--- src/rtl/serial_tx_arbiter.sv ---
// ----------------------------------------------------------------------------
// serial_tx_arbiter
//
// Round-robin arbiter in front of a UART-style serial transmitter. While idle
// it grants one of N_REQ requesters, latches that requester's byte and sends
// it on tx as a frame: one start bit (0), eight data bits LSB first, and one
// stop bit (1). GAP_BITS extra idle-high bit times follow each stop bit. Each
// bit lasts one clock cycle.
//
// Ports
//   clk        : clock
//   reset      : synchronous, active-high reset
//   req_valid  : [N_REQ]   per-requester byte-available flag
//   req_data   : [8*N_REQ] requester i byte at bits [8i+7:8i]
//   req_ready  : [N_REQ]   accept strobe to the round-robin winner
//                          (combinational, asserted only when idle)
//   tx         : registered serial line, idle high
//   busy       : registered, high while a frame or gap is in progress
//   grant_id   : registered index of the last accepted requester
//   frame_done : registered one-cycle pulse during the stop bit
// ----------------------------------------------------------------------------
module serial_tx_arbiter #(
   parameter  int N_REQ    = 4,
   parameter  int GAP_BITS = 1,
   localparam int GW       = (N_REQ > 1) ? $clog2(N_REQ) : 1
) (
   input  logic               clk,
   input  logic               reset,
   input  logic [N_REQ-1:0]   req_valid,
   input  logic [8*N_REQ-1:0] req_data,
   output logic [N_REQ-1:0]   req_ready,
   output logic               tx,
   output logic               busy,
   output logic [GW-1:0]      grant_id,
   output logic               frame_done
);

   typedef enum logic [2:0] {
      IDLE  = 3'd0,
      START = 3'd1,
      DATA  = 3'd2,
      STOP  = 3'd3,
      GAP   = 3'd4
   } state_t;

   state_t        state_q, state_d;
   logic [2:0]    bit_cnt_q, bit_cnt_d;
   logic [3:0]    gap_cnt_q, gap_cnt_d;
   logic [7:0]    shift_q, shift_d;
   logic [GW-1:0] last_grant_q, last_grant_d;
   logic [GW-1:0] grant_id_q, grant_id_d;
   logic          tx_q, tx_d;
   logic          busy_q, busy_d;
   logic          frame_done_q, frame_done_d;

   logic             win_found_s;
   logic [GW-1:0]    win_idx_s;
   logic [GW-1:0]    cand_s;
   logic [N_REQ-1:0] req_ready_s;
   logic             accept_s;

   // Round-robin search: first valid requester after last_grant, wrapping.
   always_comb begin
      win_found_s = 1'b0;
      win_idx_s   = '0;
      cand_s      = '0;
      for (int k = 1; k <= N_REQ; k++) begin
         cand_s = GW'((int'(last_grant_q) + k) % N_REQ);
         if (!win_found_s && req_valid[cand_s]) begin
            win_found_s = 1'b1;
            win_idx_s   = cand_s;
         end else begin
            win_found_s = win_found_s;
         end
      end
   end

   // Ready strobe to the winner only while idle and out of reset.
   always_comb begin
      req_ready_s = '0;
      if ((state_q == IDLE) && !reset && win_found_s) begin
         req_ready_s[win_idx_s] = 1'b1;
      end else begin
         req_ready_s = '0;
      end
   end

   assign accept_s  = |(req_valid & req_ready_s);
   assign req_ready = req_ready_s;

   // Next-state, datapath and registered-output computation.
   always_comb begin
      state_d      = state_q;
      bit_cnt_d    = bit_cnt_q;
      gap_cnt_d    = gap_cnt_q;
      shift_d      = shift_q;
      last_grant_d = last_grant_q;
      grant_id_d   = grant_id_q;

      case (state_q)
         IDLE: begin
            if (accept_s) begin
               shift_d      = req_data[{win_idx_s, 3'b000} +: 8];
               last_grant_d = win_idx_s;
               grant_id_d   = win_idx_s;
               state_d      = START;
            end else begin
               state_d = IDLE;
            end
         end
         START: begin
            bit_cnt_d = 3'd0;
            state_d   = DATA;
         end
         DATA: begin
            if (bit_cnt_q == 3'd7) begin
               state_d = STOP;
            end else begin
               // Shift so that shift_d[0] is the bit shown in the next cycle.
               bit_cnt_d = bit_cnt_q + 3'd1;
               shift_d   = {1'b0, shift_q[7:1]};
            end
         end
         STOP: begin
            if (GAP_BITS > 0) begin
               gap_cnt_d = 4'd0;
               state_d   = GAP;
            end else begin
               state_d = IDLE;
            end
         end
         GAP: begin
            if (gap_cnt_q == 4'(GAP_BITS - 1)) begin
               state_d = IDLE;
            end else begin
               gap_cnt_d = gap_cnt_q + 4'd1;
            end
         end
         default: begin
            state_d = IDLE;
         end
      endcase

      // Outputs are registered from the next state so they align with state_q.
      case (state_d)
         START:   tx_d = 1'b0;
         DATA:    tx_d = shift_d[0];
         default: tx_d = 1'b1;
      endcase
      busy_d       = (state_d != IDLE);
      frame_done_d = (state_d == STOP);
   end

   // State and output registers with synchronous reset.
   always_ff @(posedge clk) begin
      if (reset) begin
         state_q      <= IDLE;
         bit_cnt_q    <= 3'd0;
         gap_cnt_q    <= 4'd0;
         shift_q      <= 8'd0;
         last_grant_q <= GW'(N_REQ - 1);
         grant_id_q   <= '0;
         tx_q         <= 1'b1;
         busy_q       <= 1'b0;
         frame_done_q <= 1'b0;
      end else begin
         state_q      <= state_d;
         bit_cnt_q    <= bit_cnt_d;
         gap_cnt_q    <= gap_cnt_d;
         shift_q      <= shift_d;
         last_grant_q <= last_grant_d;
         grant_id_q   <= grant_id_d;
         tx_q         <= tx_d;
         busy_q       <= busy_d;
         frame_done_q <= frame_done_d;
      end
   end

   assign tx         = tx_q;
   assign busy       = busy_q;
   assign grant_id   = grant_id_q;
   assign frame_done = frame_done_q;

endmodule

--- config.mk ---
export PLATFORM = sky130hd
export DESIGN_NAME = serial_tx_arbiter
export DESIGN_NICKNAME = d
export VERILOG_FILES = /design/src/rtl/serial_tx_arbiter.sv
export SDC_FILE = /design/constraint.sdc
export NUM_CORES = 1
export LEC_CHECK = 0
export ABC_AREA = 0
export CAP_MARGIN = 20
export CORE_AREA = 5 5 66 68
export DETAILED_ROUTE_END_ITERATION = 10
export DIE_AREA = 0 0 71 73
export PLACE_DENSITY = 0.75
export SYNTH_ARGS = -nofsm -noshare
export SYNTH_HDL_FRONTEND = slang
export SYNTH_SLANG_ARGS = --single-unit
--- constraint.sdc ---
create_clock -name clk -period 4.1 [get_ports clk]
set_input_delay 0.82 -clock clk [delete_from_list [all_inputs] [get_ports clk]]
set_output_delay 0.82 -clock clk [all_outputs]
set_load 0.01 [all_outputs]
---- Word level (Yosys, flattened, before mapping) ----
Index checks and enable logic that the tools add are counted.
word-level totals
  bits of input ports ..................... 38
  word-level logic and storage cells ...... 87
  output and inout bits ................... 9
  bits in registers ....................... 25
cells by class
  $add $sub $neg .......................... 6
  equal/unequal tests ..................... 11
  muxes and demuxes ....................... 31
  reductions and logical operators ........ 21
  order comparisons ....................... 6
  bitwise gates (word level) .............. 1
  shift operators ......................... 1
operator list
  cell                                                                    number
  32-bit by 6-bit variable part select with 8-bit output                  1
  8-bit 2-to-1 mux                                                        2
  8-bit one-hot mux with 2 select lines                                   1
  2-bit by 3-bit < comparator with 1-bit output (second input constant)   5
  3-bit one-hot mux with 5 select lines                                   1
  3-bit by 2-bit equality test with 1-bit output (second input constant)  4
  1-bit 2-to-1 mux                                                        10
  3-bit 2-to-1 mux                                                        3
  1-bit binary-select mux with 2-bit select                               4
  2-bit 2-to-1 mux                                                        4
  4-bit 2-to-1 mux                                                        2
  4-bit one-hot mux with 2 select lines                                   1
  3-bit by 1-bit equality test with 1-bit output (second input constant)  2
  3-bit equality test (second input constant)                             2
  1-bit logical AND                                                       6
  2-bit inequality test (second input constant)                           3
  3-bit one-hot mux with 2 select lines                                   1
  2-bit AND reduction                                                     3
  2-bit nonzero test                                                      3
  2-bit by 1-bit adder with 2-bit output (second input constant)          2
  2-bit adder (second input constant)                                     2
  4-bit by 1-bit adder with 4-bit output (second input constant)          1
  4-bit bitwise AND                                                       1
  1-bit zero test                                                         4
  9 further kinds                                                         9

---- Logic depth before layout (Yosys ltp) ----
Gate-level depths: netlist of run 1.
  word-level depth ........................ 24
  mapped depth ............................ 8
  depth with buffers taken out ............ 7

---- Worst setup path after synthesis of run 1 ----
Ideal clock, no wire load.
  path type ............................... input port to output port
  from .................................... input port reset
  to ...................................... output port req_ready[1]
  setup slack ............................. 1.228 ns
  stages .................................. 5
  data required time ...................... 3.280 ns
  arrival ................................. 2.052 ns
  buffers on the path ..................... 2
  path through ............................ clkbuf_1 > or2_1 > or4_1 > buf_4 > nor3b_2
between the ends
  longest elaborated chain between the ends .. 4
RTL lines
  what                            line  RTL
  start, declared                 28    input logic reset,
  1-bit zero test                 81    if ((state_q == IDLE) && !reset && win_found_s) begin
  1-bit logical AND (2 in a row)  81
  4-bit 2-to-1 mux                81
  end, declared                   31    output logic [N_REQ-1:0] req_ready,
Every way passes these cells.

---- Worst setup path in the final report of run 1 ----
  from .................................... input port req_valid[0]
  to ...................................... output port req_ready[2]
between the ends
  longest elaborated chain between the ends .. 17
  elaborated cells between the ends (all ways) .. 29
  those cells by class .................... 2 x order compare; 19 x mux; 8 x reduce/logical
RTL lines
  what                                                                                                                                                        line  RTL
  start, declared                                                                                                                                             29    input logic [N_REQ-1:0] req_valid,
  1-bit binary-select mux with 2-bit select                                                                                                                   69    if (!win_found_s && req_valid[cand_s]) begin
  1-bit 2-to-1 mux (not written as such)                                                                                                                      69
  1-bit 2-to-1 mux                                                                                                                                            69
  1-bit zero test                                                                                                                                             69
  1-bit logical AND                                                                                                                                           69
  1-bit 2-to-1 mux                                                                                                                                            69
  1-bit zero test                                                                                                                                             69
  1-bit logical AND                                                                                                                                           69
  1-bit 2-to-1 mux                                                                                                                                            69
  1-bit zero test                                                                                                                                             69
  1-bit logical AND                                                                                                                                           69
  2-bit 2-to-1 mux                                                                                                                                            69
  2-bit by 3-bit < comparator with 1-bit output (not written as such) / 2-bit by 1-bit greater-or-equal comparator with 1-bit output (equally long branches)  82    req_ready_s[win_idx_s] = 1'b1;
  1-bit logical AND (not written as such)                                                                                                                     82
  1-bit 2-to-1 mux (not written as such)                                                                                                                      82
  1-bit demux with 2-bit select                                                                                                                               82
  4-bit 2-to-1 mux (*)                                                                                                                                        81
Mark *: on every way between the ends. The rest lies on a longest branch, timed or not. The select of a mux whose other input is x is not followed.

==> results of run 1 <==
[worst min path at each step]
stage | startpoint | end | slack [ns] | depth (start not counted)
final | grant_id[1] | grant_id[1] | 0.50 | 2
after global routing | grant_id[1] | grant_id[1] | 0.52 | 2
after CTS | grant_id[1] | grant_id[1] | 0.50 | 2
after detailed placement | grant_id[1] | grant_id[1] | 0.49 | 2
after global placement | shift_q[7] | shift_q[7] | 0.48 | 2
after floorplan | shift_q[7] | shift_q[7] | 0.48 | 2
[state kept, by name (all words and copies together), names as in the netlist]
signal / flops
tx: 1
frame_done: 1
busy: 1
gap_cnt_q: 4
last_grant_q: 2
grant_id: 2
shift_q: 8
bit_cnt_q: 3
state_q: 3
[through the flow]
stage | TNS, ns | worst slack (ns)
3_5_place_dp | -0.0469 | -0.0469
5_1_grt | 0 | 0.0695
6_report | 0 | 0.199
2_1_floorplan | 0 | 1.23
3_3_place_gp | 0 | 0.0133
4_1_cts | 0 | 0.216
[layer usage]
metal | vias to the layer above | GRT usage
li1 | 750 | -
met1 | 703 | 0.209
met2 | 38 | 0.254
met3 | 5 | 0.0399
met4 | 0 | 0.0605
met5 | - | 0
[report_power, final]
part	internal [uW]	total, uW	leakage, uW	switching (uW)
Clock	68.9	148	0.0000217	79.5
Combinational	124	226	0.000658	102
Sequential	264	284	0.000205	19.8
[Yosys cell counts, types with 2 or more instances]
cell type	number
buf_2	3
buf_4	3
nor3_2	2
nor4_2	2
o21ai_1	7
mux2_2	3
o21ba_1	7
inv_1	5
and3_1	2
a22oi_1	2
nand2b_1	4
o221ai_1	7
a2bb2oi_1	3
nor2_1	25
ha_1	4
nor3b_2	2
nor3_1	5
clkbuf_1	4
nand2_1	7
a21oi_1	6
o21a_1	2
o21ai_0	4
xor2_1	2
dfxtp_1	25
mux2i_1	23
[worst max-delay path, delay by kind of cell]
family                 cells  cell delay [ns]
AND/OR/NAND/NOR            5             1.17
buffers and inverters      2             1.10
[final cells by class]
cell class	count	area, sq um
Timing Repair Buffer	53	513
Inverter	6	22.5
Tap cell	50	62.6
Sequential cell	25	500
Clock buffer	3	41.3
Fill cell	361	1610
Multi-Input combinational cell	139	1040
Clock inverter	1	7.51
[kinds of logic after synthesis]
logic type,count (synthesis)
buffers and inverters,18
adder cells (fa/ha/maj),4
XOR/XNOR,3
AND/OR/NAND/NOR,60
multiplexers,26
flip-flops,25
AO/OA/AOI/OAI,46
[timing repair]
action / CTS / global route
hold buffers: 0 / 0
setup endpoints to repair: 1 / 0
gates resized for setup: 1 / 0
==> run summary, run 1 <==
Port Buffers: 46
Slowest stage delay, CP: 0.55 ns
Die width: 71 microns
Post-route cell area: 2190 sq um
Routed via count: 1496
Drt first pass iters: 4
Max-Cap Viols: 0
RR Endpoint: shift_q[6]
Remaining global-route overflow: 0
Leading post-synthesis cells by cell area: dfxtp_1 (31%), mux2i_1 (14%), nor2_1 (5.8%), o21ba_1 (4.3%), o221ai_1 (3.8%)
Final Skew: 0.00533 ns
CP startpoint: req_valid[0]
TritonCTS clock tree: done
RSZ-0062 raised after global routing: no
Commonest non-fill, non-tap cell in the layout: clkdlybuf4s50_1
Final Total Pwr: 659 uW
TritonCTS Buffers: 3
Flop2flop setup slack: 2.21 ns
Post-Synthesis Cells: 182
Iter 0 DRT Violations: 69
Power Dens Cells: 301 nW/um^2
Setup bufs post-CTS: 0
Clock Pin Slew Worst Setup and Hold Paths: 0.09 ns
Type of origin of the critical path: input port
Ports: 47
Met2 wire length: 1.81 mm
CP Capture Type: output port
FF+latch count, synth: 25
Sequential share of the synthesized area: 0.310
Clk_lat worst skew: 0.27 ns
Std cell rows: 23
LEAKAGE: 0.000885 uW
Core area: 3800 sq um
Main synth FF type: dfxtp_1
Root buf cell: clkbuf_8
Initial antenna violation count: 0
Final period util: 0.951
Met3 WL post-DR: 193 microns
Synth Area in Compound Gates: 0.221
Clock H-tree levels: 1
WL/cell: 14.1 microns
Min cycle time layout: 3.90 ns
Hold Fails Final Rpt: 0
Global-route wire length before repair: 6.73 mm
DRT antenna net count: 0
GRT Overall Usage: 0.160
Critical-path top delay cell: clkdlybuf4s50_1
Largest area contributor in the netlist: dfxtp_1
Clock sinks: 25
CTS Buffer Depth: 2
DRC violation count after routing: 0
Vias in the first global route: 1418
ANT cells: 0
Async SR Flop Fraction: 0
Crit path max fanout: 11
Yosys top cell area share: 0.310
Top sig layer: met4
Placed inst area: 2130 sq um
Post-DP HPWL: 3.02 mm
Routability Congestion: 0.762
Slew headroom: 0.581
Most frequent CP cell: clkdlybuf4s50_1
Die ar.: 5180 sq um
CP Data Arrival Time: 3.08 ns
EDFF count, synth: 0
Outcome: finished clean
Largest family of logic cells by synthesized area: compound AO/OA/AOI/OAI gates
Worst Reg2Reg Path Length in Cells: 4
Via/cell ratio: 5.40
Post-Synth XOR/XNOR Area: 0.0163
Crit-path cells: clkdlybuf4s50_1 > nor4_2 > or2_1 > nor4_4 > nand2_1 > nor2_1 > clkdlybuf4s50_1
Syn nets: 224
Post-synthesis simple-gate area fraction: 0.203
Max IR drop VDD: 0.000159 V
Yosys warning count: 0
M1 wire length: 1.86 mm
Layout cell share with drive strength beyond 1: 0.106
Syn Area/Cell: 8.88 sq um
Fmax: 256 MHz
Mux contribution to synthesized area: 0.163
Final Non-Filler Cells: 277
Worst Hold Class: register to register
CP Class: input port to output port
Library cells used by synthesis: 48
Synthesized area: 1620 sq um
Synth Area in Adders: 0.0310
R2r startpoint: state_q[0]
Worst Tran Pin Value: 0.626 ns
Die H: 73 microns
CP endpoint: req_ready[2]
Final net count: 270
Required time worst endpoint: 3.28 ns
Hold slack: 0.496 ns
P&R area growth vs syn: 35.4%
Most frequent cells in the layout: clkdlybuf4s50_1 (46), nor2_1 (25), dfxtp_1 (25), mux2i_1 (23)
Placed Cells: 273
Pin count of the biggest net entering global routing: 17
Core Util, Final: 0.576
Final setup vio count: 0
Max Slew Vio Count: 0
Final WL: 3.91 mm
Initial cell density of the core: 0.426
Note: power is estimated with default switching activity, not from simulation.
==> run 2, diff against run 1 <==
--- a/config.mk
+++ b/config.mk
@@ -7,9 +7,9 @@
 export LEC_CHECK = 0
 export ABC_AREA = 0
 export CAP_MARGIN = 20
-export CORE_AREA = 5 5 66 68
+export CORE_AREA = 2 2 63 65
 export DETAILED_ROUTE_END_ITERATION = 10
-export DIE_AREA = 0 0 71 73
+export DIE_AREA = 0 0 65 67
 export PLACE_DENSITY = 0.75
 export SYNTH_ARGS = -nofsm -noshare
 export SYNTH_HDL_FRONTEND = slang
==> run 2 against run 1 <==
First-iteration DRC count shrank 5.8%. Clock skew down 0.0020 ns. Via count fell by 3.1%. Clock power down 3%. Flip-flop and latch count did not move.
==> run summary, run 2 (same netlist as run 1, synthesis figures left out) <==
Initial cell density of the core: 0.448 (+0.0227)
Type of origin of the critical path: input port
Reg area: 500 sq um (unchanged)
Final net count: 268 (-0.74%)
TritonCTS Buffers: 3 (unchanged)
CP Capture Type: output port
Most frequent CP cell: clkdlybuf4s50_1
CP Buf/Inv Count: 2 (unchanged)
Core area: 3610 sq um (-5.1%)
Clk_lat worst skew: 0.27 ns (about the same)
Fillcell total: 338 (-6.4%)
Routability Congestion: 0.732 (-4.0%)
Max reg flops: 8 (unchanged)
P&R area growth vs syn: 33.7%
Final setup vio count: 0 (unchanged)
Crit path max fanout: 6 (-5)
Final Total Pwr: 647 uW (-1.7%)
Layout cell share with drive strength beyond 1: 0.0978 (-0.00795)
Setup bufs post-CTS: 0 (unchanged)
Die H: 67 microns (-8.2%)
Post_cts resized: 0 (-1)
Worst Hold Class: register to register
CTS Buffer Depth: 2 (unchanged)
Setup TNS: 0 ns (unchanged)
Required time worst endpoint: 3.28 ns (about the same)
Port Buffers: 46 (unchanged)
CP delay by family, top: buffers and inverters
Clock H-tree levels: 1 (unchanged)
DRC violation count after routing: 0 (unchanged)
Largest regs: shift_q (8), gap_cnt_q (4)
LEAKAGE: 0.000877 uW (-0.91%)
TritonCTS clock tree: done
Critical-path top delay cell: clkdlybuf4s50_1
Cts hold-fix bufs: 0 (unchanged)
Slew headroom: 0.590 (+0.00849)
DRT antenna net count: 0 (unchanged)
Final period util: 0.930 (-0.0210)
CP Data Arrival Time: 2.99 ns (-0.09 ns)
Post-DP HPWL: 2.97 mm (-1.7%)
Max IR drop VDD: 0.000251 V (+58%)
Die ar.: 4360 sq um (-16%)
Vias in the first global route: 1426 (+0.56%)
Ports: 47 (unchanged)
Fmax: 262 MHz (+2.3%)
Pin count of the biggest net entering global routing: 17 (unchanged)
GRT Overall Usage: 0.192 (+0.0317)
Global-route wire length before repair: 6.51 mm (-3.3%)
Remaining global-route overflow: 0 (unchanged)
Crit-path cells: clkdlybuf4s50_1 > nor4_2 > or2_1 > or4_1 > nor3b_2 > clkdlybuf4s50_1
Most frequent cells in the layout: clkdlybuf4s50_1 (46), nor2_1 (25), dfxtp_1 (25), mux2i_1 (23)
Min cycle time layout: 3.81 ns (-0.0863 ns)
Std cell rows: 22 (-4.3%)
Worst Tran Pin Value: 0.613 ns (-0.0127 ns)
Final Skew: 0.00338 ns (-0.00195 ns)
Clock sinks: 25 (unchanged)
Root buf cell: clkbuf_8
Area of the multi-input gates: 1030 sq um (-0.84%)
Die width: 65 microns (-8.5%)
Clock Pin Slew Worst Setup and Hold Paths: 0.08 ns (about the same)
RSZ-0062 raised after global routing: no
Slowest stage delay, CP: 0.57 ns (+0.02 ns)
Routed via count: 1449 (-3.1%)
Hold Fails Final Rpt: 0 (unchanged)
Commonest non-fill, non-tap cell in the layout: clkdlybuf4s50_1
Initial antenna violation count: 0 (unchanged)
Iter 0 DRT Violations: 65 (-5.8%)
ANT cells: 0 (unchanged)
Outcome: finished clean
Top reg by flops: shift_q
Via/cell ratio: 5.31 (-1.7%)
Max Slew Vio Count: 0 (unchanged)
Power Dens Cells: 300 nW/um^2 (-0.42%)
WL/cell: 13.6 microns (-3.8%)
CP Class: input port to output port
Drt first pass iters: 4 (unchanged)
Max-Cap Viols: 0 (unchanged)
Final WL: 3.71 mm (-5.2%)
-- run 2: cell count changes in the layout (fill, tap and decap cells not counted), sizes merged --
cell,delta
buf,-2
clkinv,+1
clkinvlp,-1
-- run 2: routing by layer --
metal / part of all wire / up-vias / GRT usage
met2: 0.55 / 20 / 0.358
met4: 0.0032 / 0 / 0.0266
met1: 0.42 / 684 / 0.226
met3: 0.030 / 2 / 0.0439
met5: 0 / - / 0
li1: - / 743 / -
-- run 2: path summary, 6_finish.rpt --
check | start | end | slack, ns | depth (start not counted)
worst max register to register | bit_cnt_q[0] | tx | 2.24 | 6
worst min-delay path | grant_id[1] | grant_id[1] | 0.46 | 2
worst max-delay path | req_valid[1] | req_ready[1] | 0.29 | 6
worst min register to register | grant_id[1] | grant_id[1] | 0.46 | 2
-- run 2: power breakdown --
group / total [uW] / switching (uW) / internal (uW)
clock: 144 / 75.9 / 68.0
combinational: 220 / 98.1 / 122
sequential: 284 / 19.4 / 264
total: 647 / 193 / 454
-- run 2: area by class of cell --
type	count	area share
Multi-Input combinational cell	139	0.478
Sequential cell	25	0.232
Timing Repair Buffer	51	0.230
Tap cell	48	0.0278
Clock buffer	3	0.0191
Inverter	6	0.0104
Clock inverter	1	0.00232
-- run 2: tightest hold or removal path: cells and delay by family (launching register included) --
kind            cells  cell delay, ns
flops               1            0.32
compound gates      1            0.05
simple gates        1            0.05
-- run 2: per-stage QoR --
stage | setup WS, ns | utilization | instance area (sq um) | hold WS, ns | std cells
CTS | 0.264 | 0.599 | 2160 | 0.464 | 273
global route | 0.153 | 0.599 | 2160 | 0.502 | 273
floorplan | 1.23 | - | 1620 | 0.477 | 182
finish | 0.285 | 0.599 | 2160 | 0.463 | 273
global placement | 0.303 | 0.586 | 2110 | 0.446 | 269
detailed placement | 0.269 | 0.586 | 2110 | 0.451 | 269
==> run 3, diff against run 2 <==
--- a/config.mk
+++ b/config.mk
@@ -7,10 +7,10 @@
 export LEC_CHECK = 0
 export ABC_AREA = 0
 export CAP_MARGIN = 20
-export CORE_AREA = 2 2 63 65
+export CORE_AREA = 2 2 60 62
 export DETAILED_ROUTE_END_ITERATION = 10
-export DIE_AREA = 0 0 65 67
-export PLACE_DENSITY = 0.75
+export DIE_AREA = 0 0 62 64
+export PLACE_DENSITY = 0.82
 export SYNTH_ARGS = -nofsm -noshare
 export SYNTH_HDL_FRONTEND = slang
 export SYNTH_SLANG_ARGS = --single-unit
==> constraint.sdc (replaced) <==
create_clock -name clk -period 4.1 [get_ports clk]
set_input_delay 0.41 -clock clk [delete_from_list [all_inputs] [get_ports clk]]
set_output_delay 0.41 -clock clk [all_outputs]
set_load 0.01 [all_outputs]
==> run 3 against run 2 <==
Non-clock buffer count is 3 lower. Setup slack improved by 0.47 ns. Largest cell class unchanged. Critical path type unchanged. Count of clock-buffer cells in the layout unchanged.
==> run summary, run 3 (same netlist as run 1, synthesis figures left out) <==
Final Total Pwr: 608 uW (-6.0%)
Routed via count: 1440 (-0.62%)
CP Capture Type: output port
Post-DP HPWL: 2.83 mm (-4.6%)
ANT cells: 0 (unchanged)
R2r startpoint: last_grant_q[0]
Crit path max fanout: 11 (+5)
TritonCTS clock tree: done
LEAKAGE: 0.000854 uW (-2.5%)
Clock sinks: 25 (unchanged)
Initial cell density of the core: 0.492 (+0.0439)
Worst Reg2Reg Path Length in Cells: 6 (unchanged)
Required time worst endpoint: 3.69 ns (+0.41 ns)
Routability Congestion: 0.808 (+10%)
Outcome: finished clean
Largest regs: shift_q (8), gap_cnt_q (4)
RSZ-0062 raised after global routing: no
Final Skew: 0.00929 ns (+0.00591 ns)
Power Dens Cells: 287 nW/um^2 (-4.1%)
Max reg flops: 8 (unchanged)
Initial antenna violation count: 0 (unchanged)
Most frequent cells in the layout: clkdlybuf4s50_1 (46), nor2_1 (25), dfxtp_1 (25), mux2i_1 (23)
DRT antenna net count: 0 (unchanged)
WL/cell: 13.4 microns (-1.1%)
Commonest non-fill, non-tap cell in the layout: clkdlybuf4s50_1
Clk_lat worst skew: 0.32 ns (+0.05 ns)
Max Slew Vio Count: 0 (unchanged)
Iter 0 DRT Violations: 68 (+4.6%)
Hold Path Origin: grant_id[1]
Pin count of the biggest net entering global routing: 17 (unchanged)
DRC violation count after routing: 0 (unchanged)
Clock H-tree levels: 1 (unchanged)
Slew headroom: 0.377 (-0.212)
Die width: 62 microns (-4.6%)
Top reg by flops: shift_q
Remaining global-route overflow: 0 (unchanged)
P&R area growth vs syn: 31.0%
Fmax: 299 MHz (+14%)
Fillcell total: 303 (-10%)
Final WL: 3.60 mm (-2.9%)
Vias in the first global route: 1415 (-0.77%)
Via/cell ratio: 5.37 (+1.2%)
Type of origin of the critical path: input port
Area of the multi-input gates: 1030 sq um (unchanged)
Clock Pin Slew Worst Setup and Hold Paths: 0.14 ns (+0.06 ns)
WHS Endpoint: grant_id[1]
CP Class: input port to output port
Layout cell share with drive strength beyond 1: 0.0856 (-0.0122)
GRT Overall Usage: 0.200 (+0.00878)
Die H: 64 microns (-4.5%)
Final period util: 0.817 (-0.114)
Max IR drop VDD: 0.000209 V (-17%)
Post_cts resized: 0 (unchanged)
Max-Cap Viols: 0 (unchanged)
Reg area: 500 sq um (unchanged)
Drt first pass iters: 4 (unchanged)
RR Endpoint: shift_q[1]
Final net count: 265 (-1.1%)
Port Buffers: 46 (unchanged)
Min cycle time layout: 3.35 ns (-0.465 ns)
Die ar.: 3970 sq um (-8.9%)
Root buf cell: clkbuf_4
Worst Tran Pin Value: 0.926 ns (+0.313 ns)
Hold Path Depth: 2 (unchanged)
Std cell rows: 21 (-4.5%)
Cts hold-fix bufs: 0 (unchanged)
CP Data Arrival Time: 2.94 ns (-0.05 ns)
Setup bufs post-CTS: 0 (unchanged)
Ports: 47 (unchanged)
TritonCTS Buffers: 3 (unchanged)
Worst Hold Class: register to register
Core area: 3280 sq um (-8.9%)
Hold Fails Final Rpt: 0 (unchanged)
Setup TNS: 0 ns (unchanged)
Flop2flop setup slack: 2.05 ns (-0.19 ns)
CTS Buffer Depth: 2 (unchanged)
Final setup vio count: 0 (unchanged)
Global-route wire length before repair: 6.18 mm (-5.1%)
## run 3: changes by cell type in the layout (fill, tap and decap cells not counted)
| cell | delta |
|---|---|
| clkbuf_8 | -3 |
| buf_4 | -3 |
| clkbuf_4 | +3 |
## run 3: critical path, cell delays in order
cell and delay (ns):
clkdlybuf4s50_1 0.56, nor4_2 0.11, or2_1 0.25, nor4_2 0.70
nand2_1 0.21, nor2_1 0.13, clkdlybuf4s50_1 0.56
## run 3: final cells by class
type | count | area share
clock buffers | 3 | 0.0106
clock inverters | 1 | 0.00236
inverters | 6 | 0.0106
multi-input cells | 139 | 0.488
flip-flops and latches | 25 | 0.236
well taps | 46 | 0.0272
repair buffers | 48 | 0.225
## run 3: worst max-delay path by stage
stage,from,slack [ns],end,cells past startpoint
2_1_floorplan,reset,2.05,req_ready[1],5
3_3_place_gp,req_valid[1],0.80,req_ready[2],7
3_5_place_dp,req_valid[1],0.78,req_ready[2],7
4_1_cts,req_valid[1],0.78,req_ready[2],7
5_1_grt,req_valid[1],0.62,req_ready[2],7
6_report,req_valid[1],0.75,req_ready[2],7
## run 3: power by group
part | switching, uW | internal [uW]
Sequential | 19.0 | 264
Combinational | 98.2 | 117
Clock | 72.7 | 36.6
## run 3: through the flow
step	instances	instance area [sq um]	hold WS (ns)	worst slack, ns	utilization
floorplan	182	1620	0.477	2.05	-
global placement	264	2090	0.482	0.797	0.636
detailed placement	264	2090	0.467	0.783	0.636
CTS	268	2120	0.486	0.778	0.645
global route	268	2120	0.498	0.617	0.645
finish	268	2120	0.485	0.751	0.645
## run 3: metal layers
metal	vias to the layer above	track usage	wire length [microns]	share of wire
met3	4	0.0405	117	0.032
met4	0	0.0426	37	0.010
met1	673	0.245	1600	0.44
met2	26	0.350	1850	0.51
li1	737	-	-	-
met5	-	0	0	0
